<file path="src/rtl/energy_tracker.sv">
// energy_tracker: collects a configured number of signed energy samples,
// tracking the minimum (value and earliest index), the number of samples at or
// below a signed threshold, and a sticky "threshold hit" flag. Results are held
// in registers and offered through a valid/ready handshake.
module energy_tracker #(
    parameter int ENERGY_W = 32,
    parameter int CNT_W    = 16
) (
    input  logic                clk_i,
    input  logic                rst_ni,
    input  logic                en_i,
    input  logic                clear_i,
    input  logic                cfg_valid_i,
    output logic                cfg_ready_o,
    input  logic [CNT_W-1:0]    cfg_num_samples_i,
    input  logic [ENERGY_W-1:0] cfg_threshold_i,
    input  logic                energy_valid_i,
    output logic                energy_ready_o,
    input  logic [ENERGY_W-1:0] energy_i,
    output logic                result_valid_o,
    input  logic                result_ready_i,
    output logic [ENERGY_W-1:0] min_energy_o,
    output logic [CNT_W-1:0]    min_index_o,
    output logic [CNT_W-1:0]    hit_cnt_o,
    output logic                thr_hit_o,
    output logic                busy_o
);

    // Most positive signed value: the "nothing seen yet" minimum.
    localparam logic signed [ENERGY_W-1:0] E_MAX = {1'b0, {(ENERGY_W-1){1'b1}}};
    localparam logic [CNT_W-1:0] CNT_ONES = {CNT_W{1'b1}};
    localparam logic [CNT_W-1:0] CNT_ONE  = {{(CNT_W-1){1'b0}}, 1'b1};

    typedef enum logic [1:0] {
        S_IDLE   = 2'd0,
        S_RUN    = 2'd1,
        S_REPORT = 2'd2
    } state_t;

    state_t state_reg, state_next;

    logic [CNT_W-1:0]           num_samples_reg, num_samples_next;
    logic signed [ENERGY_W-1:0] threshold_reg, threshold_next;
    logic signed [ENERGY_W-1:0] min_energy_reg, min_energy_next;
    logic [CNT_W-1:0]           min_index_reg, min_index_next;
    logic [CNT_W-1:0]           hit_cnt_reg, hit_cnt_next;
    logic                       thr_hit_reg, thr_hit_next;
    logic [CNT_W-1:0]           sample_cnt_reg, sample_cnt_next;

    logic                       cfg_fire;
    logic                       energy_fire;
    logic                       result_fire;
    logic                       last_sample;
    logic [CNT_W-1:0]           cnt_inc;
    logic signed [ENERGY_W-1:0] energy_s;

    assign energy_s = $signed(energy_i);
    assign cnt_inc  = sample_cnt_reg + CNT_ONE;

    // Handshake outputs, fire strobes and next-state selection; clear wins over everything.
    always_comb begin
        cfg_ready_o    = 1'b0;
        energy_ready_o = 1'b0;
        result_valid_o = 1'b0;
        busy_o         = 1'b0;
        state_next     = state_reg;

        case (state_reg)
            S_IDLE: begin
                cfg_ready_o = en_i;
            end
            S_RUN: begin
                energy_ready_o = en_i;
                busy_o         = 1'b1;
            end
            S_REPORT: begin
                result_valid_o = en_i;
                busy_o         = 1'b1;
            end
            default: begin
                busy_o = 1'b0;
            end
        endcase

        cfg_fire    = cfg_valid_i && cfg_ready_o;
        energy_fire = energy_valid_i && energy_ready_o;
        result_fire = result_valid_o && result_ready_i;
        // Accept that brings the count up to the configured total ends the run.
        last_sample = (cnt_inc == num_samples_reg);

        case (state_reg)
            S_IDLE: begin
                if (cfg_fire) begin
                    state_next = (cfg_num_samples_i == '0) ? S_REPORT : S_RUN;
                end
            end
            S_RUN: begin
                if (energy_fire && last_sample) begin
                    state_next = S_REPORT;
                end
            end
            S_REPORT: begin
                if (result_fire) begin
                    state_next = S_IDLE;
                end
            end
            default: begin
                // Unreachable encodings fall back to a clean idle.
                state_next = S_IDLE;
            end
        endcase

        if (clear_i) begin
            state_next = S_IDLE;
        end
    end

    // Statistics update: clear restores reset values, config starts a new run,
    // each energy accept folds one sample into the running stats.
    always_comb begin
        num_samples_next = num_samples_reg;
        threshold_next   = threshold_reg;
        min_energy_next  = min_energy_reg;
        min_index_next   = min_index_reg;
        hit_cnt_next     = hit_cnt_reg;
        thr_hit_next     = thr_hit_reg;
        sample_cnt_next  = sample_cnt_reg;

        if (clear_i) begin
            num_samples_next = '0;
            threshold_next   = '0;
            min_energy_next  = E_MAX;
            min_index_next   = '0;
            hit_cnt_next     = '0;
            thr_hit_next     = 1'b0;
            sample_cnt_next  = '0;
        end else if (cfg_fire) begin
            num_samples_next = cfg_num_samples_i;
            threshold_next   = $signed(cfg_threshold_i);
            min_energy_next  = E_MAX;
            min_index_next   = '0;
            hit_cnt_next     = '0;
            thr_hit_next     = 1'b0;
            sample_cnt_next  = '0;
        end else if (energy_fire) begin
            // Strict less-than keeps the earliest index on ties; the first sample
            // always lands so a run of all-E_MAX still reports index 0 correctly.
            if ((sample_cnt_reg == '0) || (energy_s < min_energy_reg)) begin
                min_energy_next = energy_s;
                min_index_next  = sample_cnt_reg;
            end
            if (energy_s <= threshold_reg) begin
                thr_hit_next = 1'b1;
                if (hit_cnt_reg != CNT_ONES) begin
                    hit_cnt_next = hit_cnt_reg + CNT_ONE;
                end
            end
            sample_cnt_next = cnt_inc;
        end
    end

    // State register.
    always_ff @(posedge clk_i or negedge rst_ni) begin
        if (!rst_ni) begin
            state_reg <= S_IDLE;
        end else if (en_i || clear_i) begin
            state_reg <= state_next;
        end
    end

    // Statistics and configuration registers; frozen while disabled unless cleared.
    always_ff @(posedge clk_i or negedge rst_ni) begin
        if (!rst_ni) begin
            num_samples_reg <= '0;
            threshold_reg   <= '0;
            min_energy_reg  <= E_MAX;
            min_index_reg   <= '0;
            hit_cnt_reg     <= '0;
            thr_hit_reg     <= 1'b0;
            sample_cnt_reg  <= '0;
        end else if (en_i || clear_i) begin
            num_samples_reg <= num_samples_next;
            threshold_reg   <= threshold_next;
            min_energy_reg  <= min_energy_next;
            min_index_reg   <= min_index_next;
            hit_cnt_reg     <= hit_cnt_next;
            thr_hit_reg     <= thr_hit_next;
            sample_cnt_reg  <= sample_cnt_next;
        end
    end

    // Result fields come straight from the stats registers, so they are stable
    // throughout REPORT and stay visible in IDLE until the next config.
    assign min_energy_o = min_energy_reg;
    assign min_index_o  = min_index_reg;
    assign hit_cnt_o    = hit_cnt_reg;
    assign thr_hit_o    = thr_hit_reg;

endmodule

</file>
<file path="config.mk">
export PLATFORM = sky130hd
export DESIGN_NAME = energy_tracker
export DESIGN_NICKNAME = d
export VERILOG_FILES = /design/src/rtl/energy_tracker.sv
export SDC_FILE = /design/constraint.sdc
export NUM_CORES = 1
export LEC_CHECK = 0
export BUFFER_PORTS_ARGS = -buffer_cell sky130_fd_sc_hd__buf_2
export CAP_MARGIN = 0
export CORE_MARGIN = 2
export CORE_UTILIZATION = 55
export DETAILED_ROUTE_END_ITERATION = 10
export GPL_TIMING_DRIVEN = 0
export PLACE_DENSITY = 0.85
export SLEW_MARGIN = 20
export SYNTH_ARGS = -nofsm -noshare
export SYNTH_HDL_FRONTEND = slang
export SYNTH_SLANG_ARGS = --single-unit
</file>
<file path="constraint.sdc">
create_clock -name clk_i -period 7.4 [get_ports clk_i]
set_clock_uncertainty 0.15 [all_clocks]
set_input_delay 1.11 -clock clk_i [delete_from_list [all_inputs] [get_ports clk_i]]
set_output_delay 1.11 -clock clk_i [all_outputs]
set_load 0.02 [all_outputs]
</file>
==> reports/qor.csv, run 1 <==
stage,metric,value,unit
placed_design,gpl congestion,0.920,
worst_setup_path,"delay-heaviest family, CP",compound AO/OA/AOI/OAI gates,
synth,largest family of logic cells by synthesized area,compound AO/OA/AOI/OAI gates,
synth,Synth Cell Area,7950,µm²
global_route,vias in the first global route,7423,
cts,CTS Buf Count,17,
synth,#FFs+latches synth,131,
worst_setup_path,Crit Path Category,in -> reg,
floorplan,num rows,43,
finish,area of the multi-input gates,4090,µm²
worst_setup_path,"slowest stage delay, CP",570,ps
synth,top area cells in the synthesized netlist,"dfrtp_1, ha_1, dfstp_2",
worst_setup_path,crit-path cells,buf_2 > ha_1 > and4_1 > nand4_1 > a2111oi_0 > o311ai_2 > nand4_1 > clkbuf_1 > nor3_1 > a31oi_1,
cts,hold_buf cts,0,
power_and_ir_drop,pwr dens,218,nW/µm²
detailed_routing,Initial DRT Pass Iterations,6,
synth,syn_nets,1022,
sta,final setup TNS,0,ps
worst_setup_path,worst path bufs/invs,2,
synth,count of different cell masters after synthesis,67,
synth,post-synthesis mux area share,0.252,%
sta,unrepaired setup endpoints after global routing,no,
detailed_routing,via count,7707,
finish,final instance area,9600,µm²
cts,clock sinks,131,
synth,"Seq/Total Area, Yosys",41.7,%
synth,Post-Synth Simple-Gate Area,17.5,%
cts,Root Driver,clkbuf_16,
sta,max-slew violation count,0,
worst_setup_path,"slowest stage cell, crit path",a2111oi_0,
detailed_routing,post-DR vias/cell,6.25,
detailed_routing,DRC errors left,0,
floorplan,chip height,124,µm
cts,post-CTS setup buffers,0,
synth,main flop type after synthesis,dfrtp_1,
cts,CTS resizes,0,
floorplan,Die Wd,124,µm
floorplan,initial core utilization,56.8,%
sta,f_max,0.280,GHz
worst_setup_path,crit start category,input port,
cts,CTS tree,built,
finish,final net count,1197,
sta,final hold violation count,0,
cts,clock-pin slew on the worst setup and hold paths,60,ps
synth,Synth Area in Adders,10.9,%
placed_design,placed cell areas,8990,µm²
synth,yosys warns,0,
finish,Seq. cell area,3320,µm²
synth,Synth Instances,866,
worst_setup_path,crit path capture type,flop,
min_path,HP Class,reg -> reg,
synth,asr flop ratio synth,100,%
finish,layout cell share with drive strength beyond 1,23.0,%
synth,top cell type's share of synthesized area,31.5,%
detailed_routing,DR WL/cell,18.5,µm
synth,Compound-Gate Fraction of Synth Area,19.8,%
synth,commonest cells in the netlist,"dfrtp_1, nand2_1, inv_1, ha_1, o21ai_0",
sta,Rel. slew slack,55.2,%
global_route,largest net degree at the start of global routing,81,
synth,Synth Area per Inst,9.18,µm²
synth,XOR/XNOR Fraction of Synth Area,2.97,%
worst_setup_path,WP data arrival,3770,ps
detailed_routing,Post-Route WL,22800,µm
sta,period utilization,48.3,%
global_route,initial antenna violation count,0,
global_route,gr usage total,29.5,%
worst_setup_path,cell mode on critical path,nand4_1,
finish,layout-stage area growth over the synthesis result,20.8,%
status,status,completed,
synth,number of flops mapped to enable cells by yosys,0,
synth,most common cell in the netlist,dfrtp_1,
power_and_ir_drop,Max IR drop VDD,0.177,mV
sta,Period minus WS final,3570,ps
power_and_ir_drop,leak pwr,4.54,nW
sta,Final setup viols,0,
synth,largest area contributor in the synthesized netlist,dfrtp_1,
detailed_routing,Detail Route Antenna Nets,0,
sta,worst-margin pin slew,655,ps
floorplan,IO Count,156,
cts,CTS H-Tree Depth,4,
cts,worst-skew pair later-pin latency,430,ps
floorplan,core area,14000,µm²
worst_setup_path,CP Max Fanout,10,
detailed_routing,Iter 0 DRT Violations,669,
global_route,grt total ovfl,0,
floorplan,die area,15400,µm²
placed_design,post-DP HPWL,16700,µm
flow_run,Max-cap violations,0,
global_route,first-pass GRT wire length,36900,µm
finish,# diodes,0,
worst_setup_path,worst path required time,7590,ps
cts,Max Root-Sink Buffers,2,
finish,fill cell count,1092,
placed_design,Port Buffers,155,
## worst register-to-register path: stages (launching register included)
cell       delay, ps
dfstp_2          530
inv_1             50
ha_1             320
and4_1           250
nand4_1          200
a2111oi_0        570
o311ai_2         170
nand4_1          290
clkbuf_1         450
nor3_1            90
a31oi_1          180
## report_power, final
part / internal [mW] / switching, mW / leakage [nW] / total [mW]
registers: 0.764 / 0.0244 / 1.71 / 0.788
logic: 0.144 / 0.280 / 2.53 / 0.423
clock network: 0.565 / 0.314 / 0.296 / 0.879
## worst paths after layout
path	start	endpoint	slack (ps)	cells past startpoint
worst min register to register	min_index_o[9]	min_index_o[9]	340	2
max in group asynchronous	rst_ni	min_energy_o[30]	5880	2
worst max-delay path	energy_i[14]	min_energy_o[12]	3830	10
worst min-delay path	min_index_o[9]	min_index_o[9]	340	2
min in group asynchronous	rst_ni	threshold_reg[11]	450	1
worst max register to register	min_energy_o[14]	min_energy_o[12]	4080	10
## per-stage QoR
stage               util [%]  total power [mW]  std cells  setup slack (ps)  hold WS [ps]
finish                  68.7              2.09       1234              3830           345
global route            68.7              2.18       1234              3670           371
CTS                     68.7              2.09       1234              3890           350
detailed placement      64.3              1.21       1202              3470           338
global placement        64.0              1.20       1201              3340           328
floorplan                  -              1.05        866              4020           327
## layout make-up
| type | count | share of cell area [%] |
|---|---|---|
| sequential | 131 | 34.5 |
| multi-input combinational | 606 | 42.6 |
| clock inverter | 8 | 1.29 |
| buffer | 52 | 2.66 |
| clock buffer | 24 | 5.12 |
| timing repair buffer | 156 | 8.47 |
| tap | 180 | 2.34 |
| inverter | 77 | 3.01 |
## layer usage
metal / wire (µm) / global-route usage [%]
met1: 9450 / 39.6
met2: 10500 / 46.5
met3: 2040 / 5.98
met4: 779 / 12.6
met5: 0 / 0
## cell families (layout without fill, tap and decap cells)
family | Yosys count | after routing
adders and majority gates | 69 | 69
AOI/OAI and AO/OA | 234 | 234
xor gates and xnor gates | 27 | 27
muxes | 2 | 2
buffers and inverters | 129 | 317
and+or+nand+nor | 274 | 274
DFF | 131 | 131
## cells in the final DEF, fill, tap and decap left out, drive strengths merged, types with 3 or more instances in the layout
master,n
buf,178
o21ai,65
clkinv,3
o22a,3
dfrtp,100
nand4,21
o311a,4
and2,5
o2bb2ai,3
o211ai,8
nor3,38
or2,4
bufinv,3
nor4,11
inv,77
a21oi,31
o32ai,3
a21o,15
nand2b,7
nor3b,4
nor2,30
or3,6
xnor2,14
o31ai,7
nor2b,3
and4,11
nand3,38
dfstp,31
o41ai,3
xor2,13
clkbuf,54
ha,69
nand2,83
a221o,4
a211oi,7
a22o,18
a31oi,36
a41oi,6
and3,4
Note: power is estimated with default switching activity, not from simulation.
==> run 2, diff against run 1 <==
==> constraint.sdc (replaced) <==
create_clock -name clk_i -period 3.71 [get_ports clk_i]
set_clock_uncertainty 0.15 [all_clocks]
set_input_delay 0.5565 -clock clk_i [delete_from_list [all_inputs] [get_ports clk_i]]
set_output_delay 0.5565 -clock clk_i [all_outputs]
set_load 0.02 [all_outputs]
==> reports/qor.csv, run 2 (same netlist as run 1, synthesis figures left out) <==
stage,metric,value,unit,change
finish,final net count,1198,,was 1197
power_and_ir_drop,combinational power share,20.2,%,was 20.3%
min_path,hold path cells,3,,was 2
finish,final std cells w/o fill,1235,,was 1234
power_and_ir_drop,clock power share,42.0,%,about the same
cts,Root Driver,clkbuf_16,,unchanged
detailed_routing,DR WL/cell,18.4,µm,was 18.5 µm
finish,layout cell share with drive strength beyond 1,22.9,%,was 23.0%
worst_setup_path,crit path capture type,flop,,unchanged
cts,CTS resizes,0,,unchanged
sta,worst-margin pin slew,701,ps,was 655 ps
worst_setup_path,Crit Path Category,reg -> reg,,was in -> reg
finish,"commonest non-fill, non-tap cell in the layout",buf_2,,unchanged
sta,max-slew violation count,0,,unchanged
finish,layout-stage area growth over the synthesis result,20.9,%,was 20.8%
sta,period utilization,91.6,%,
global_route,largest net degree at the start of global routing,81,,unchanged
global_route,initial antenna violation count,0,,unchanged
sta,final hold violation count,0,,unchanged
detailed_routing,Post-Route WL,22700,µm,was 22800 µm
floorplan,IO Count,156,,unchanged
detailed_routing,post-DR vias/cell,6.23,,was 6.25
floorplan,core area,14000,µm²,unchanged
placed_design,dpl cells,1202,,unchanged
finish,most frequent cells in the layout,"buf_2, dfrtp_1, nand2_1",,unchanged
status,status,completed,,unchanged
floorplan,die area,15400,µm²,unchanged
global_route,grt total ovfl,0,,unchanged
cts,hold_buf cts,1,,was 0
floorplan,chip height,124,µm,unchanged
finish,# diodes,0,,unchanged
worst_setup_path,worst path required time,3900,ps,was 7590 ps
power_and_ir_drop,pwr dens,434,nW/µm²,was 218 nW/µm²
min_path,HP Class,in -> reg,,was reg -> reg
power_and_ir_drop,Max IR drop VDD,0.355,mV,was 0.177 mV
cts,CTS tree,built,,unchanged
cts,worst-skew pair later-pin latency,430,ps,about the same
sta,unrepaired setup endpoints after global routing,no,,unchanged
power_and_ir_drop,leak pwr,4.54,nW,about the same
power_and_ir_drop,cell-internal power,2.94,mW,was 1.47 mW
placed_design,post-DP HPWL,16700,µm,unchanged
sta,f_max,0.294,GHz,
placed_design,gpl congestion,0.920,,unchanged
global_route,vias in the first global route,7423,,unchanged
cts,clock sinks,131,,unchanged
worst_setup_path,flop2flop setup slack,310,ps,was 4080 ps
sta,Rel. slew slack,52.1,%,was 55.2%
worst_setup_path,CP Max Fanout,10,,unchanged
detailed_routing,Initial DRT Pass Iterations,6,,unchanged
placed_design,Port Buffers,155,,unchanged
cts,clock-pin slew on the worst setup and hold paths,60,ps,about the same
cts,post-CTS setup buffers,0,,unchanged
worst_setup_path,WP data arrival,3590,ps,was 3770 ps
floorplan,Die Wd,124,µm,unchanged
worst_setup_path,crit start category,flop,,was input port
worst_setup_path,Worst Reg-to-Reg Cells,10,,unchanged
flow_run,Max-cap violations,0,,unchanged
global_route,first-pass GRT wire length,36900,µm,about the same
cts,Max Root-Sink Buffers,2,,unchanged
floorplan,initial core utilization,56.8,%,unchanged
power_and_ir_drop,Sw Share,29.5,%,was 29.6%
global_route,gr usage total,29.5,%,about the same
detailed_routing,Iter 0 DRT Violations,705,,was 669
power_and_ir_drop,Net Switching,1.23,mW,was 0.618 mW
detailed_routing,via count,7697,,was 7707
sta,final setup TNS,0,ps,unchanged
detailed_routing,DRC errors left,0,,unchanged
sta,Period minus WS final,3400,ps,
power_and_ir_drop,sequential share of power,37.7,%,about the same
detailed_routing,Detail Route Antenna Nets,0,,unchanged
cts,CTS H-Tree Depth,4,,unchanged
floorplan,num rows,43,,unchanged
sta,Final setup viols,0,,unchanged
cts,CTS Buf Count,17,,unchanged
[run 2: cell types whose count changed in the layout (fill, tap and decap cells not counted), sizes merged]
cell | before | now
dlygate4sd3 | 0 | 1
[run 2: metrics by stage]
step                setup slack (ps)  utilization [%]  area [µm²]  total power [mW]  hold WS (ps)
floorplan                        811                -        7950              2.10           111
global placement                 199             64.0        8950              2.39           328
detailed placement               330             64.3        8990              2.42           338
CTS                              450             68.7        9610              4.16           180
global route                     195             68.7        9610              4.34           196
finish                           312             68.7        9610              4.17           186
[run 2: path summary, 6_finish.rpt]
kind | startpoint | to
min in group asynchronous | rst_ni | threshold_reg[11]
max in group asynchronous | rst_ni | min_energy_o[0]
setup reg to reg | min_energy_o[14] | min_energy_o[12]
setup / recovery | min_energy_o[14] | min_energy_o[12]
hold reg to reg | min_index_o[9] | min_index_o[9]
hold / removal | cfg_threshold_i[7] | threshold_reg[7]
[run 2: power groups by stage]
stage               Sequential [mW]  Combinational, mW  Clock [mW]
global route                   1.58              0.932        1.83
CTS                            1.57              0.834        1.76
floorplan                      1.61              0.496           0
finish                         1.57              0.844        1.75
global placement               1.59              0.797           0
detailed placement             1.59              0.822           0
[run 2: critical path, stage by stage, from the launching register on]
cell and delay (ps):
dfstp_2 520, inv_1 50, ha_1 320, and4_1 260
nand4_1 200, a2111oi_0 610, o311ai_2 170, nand4_1 300
clkbuf_1 470, nor3_1 90, a31oi_1 180
[run 2: metal layers]
layer | share of wire (%) | track usage [%]
met5 | 0 | 0
met4 | 3.3 | 12.6
met3 | 9.2 | 5.98
met2 | 46 | 46.5
met1 | 41 | 39.7
[run 2: cell type report]
class	instances	area, µm²
Clock inverter	8	124
Sequential cell	131	3320
Multi-Input combinational cell	606	4090
Fill cell	1092	4370
Clock buffer	24	492
Timing Repair Buffer	157	823
Buffer	52	255
Tap cell	180	225
Inverter	77	289
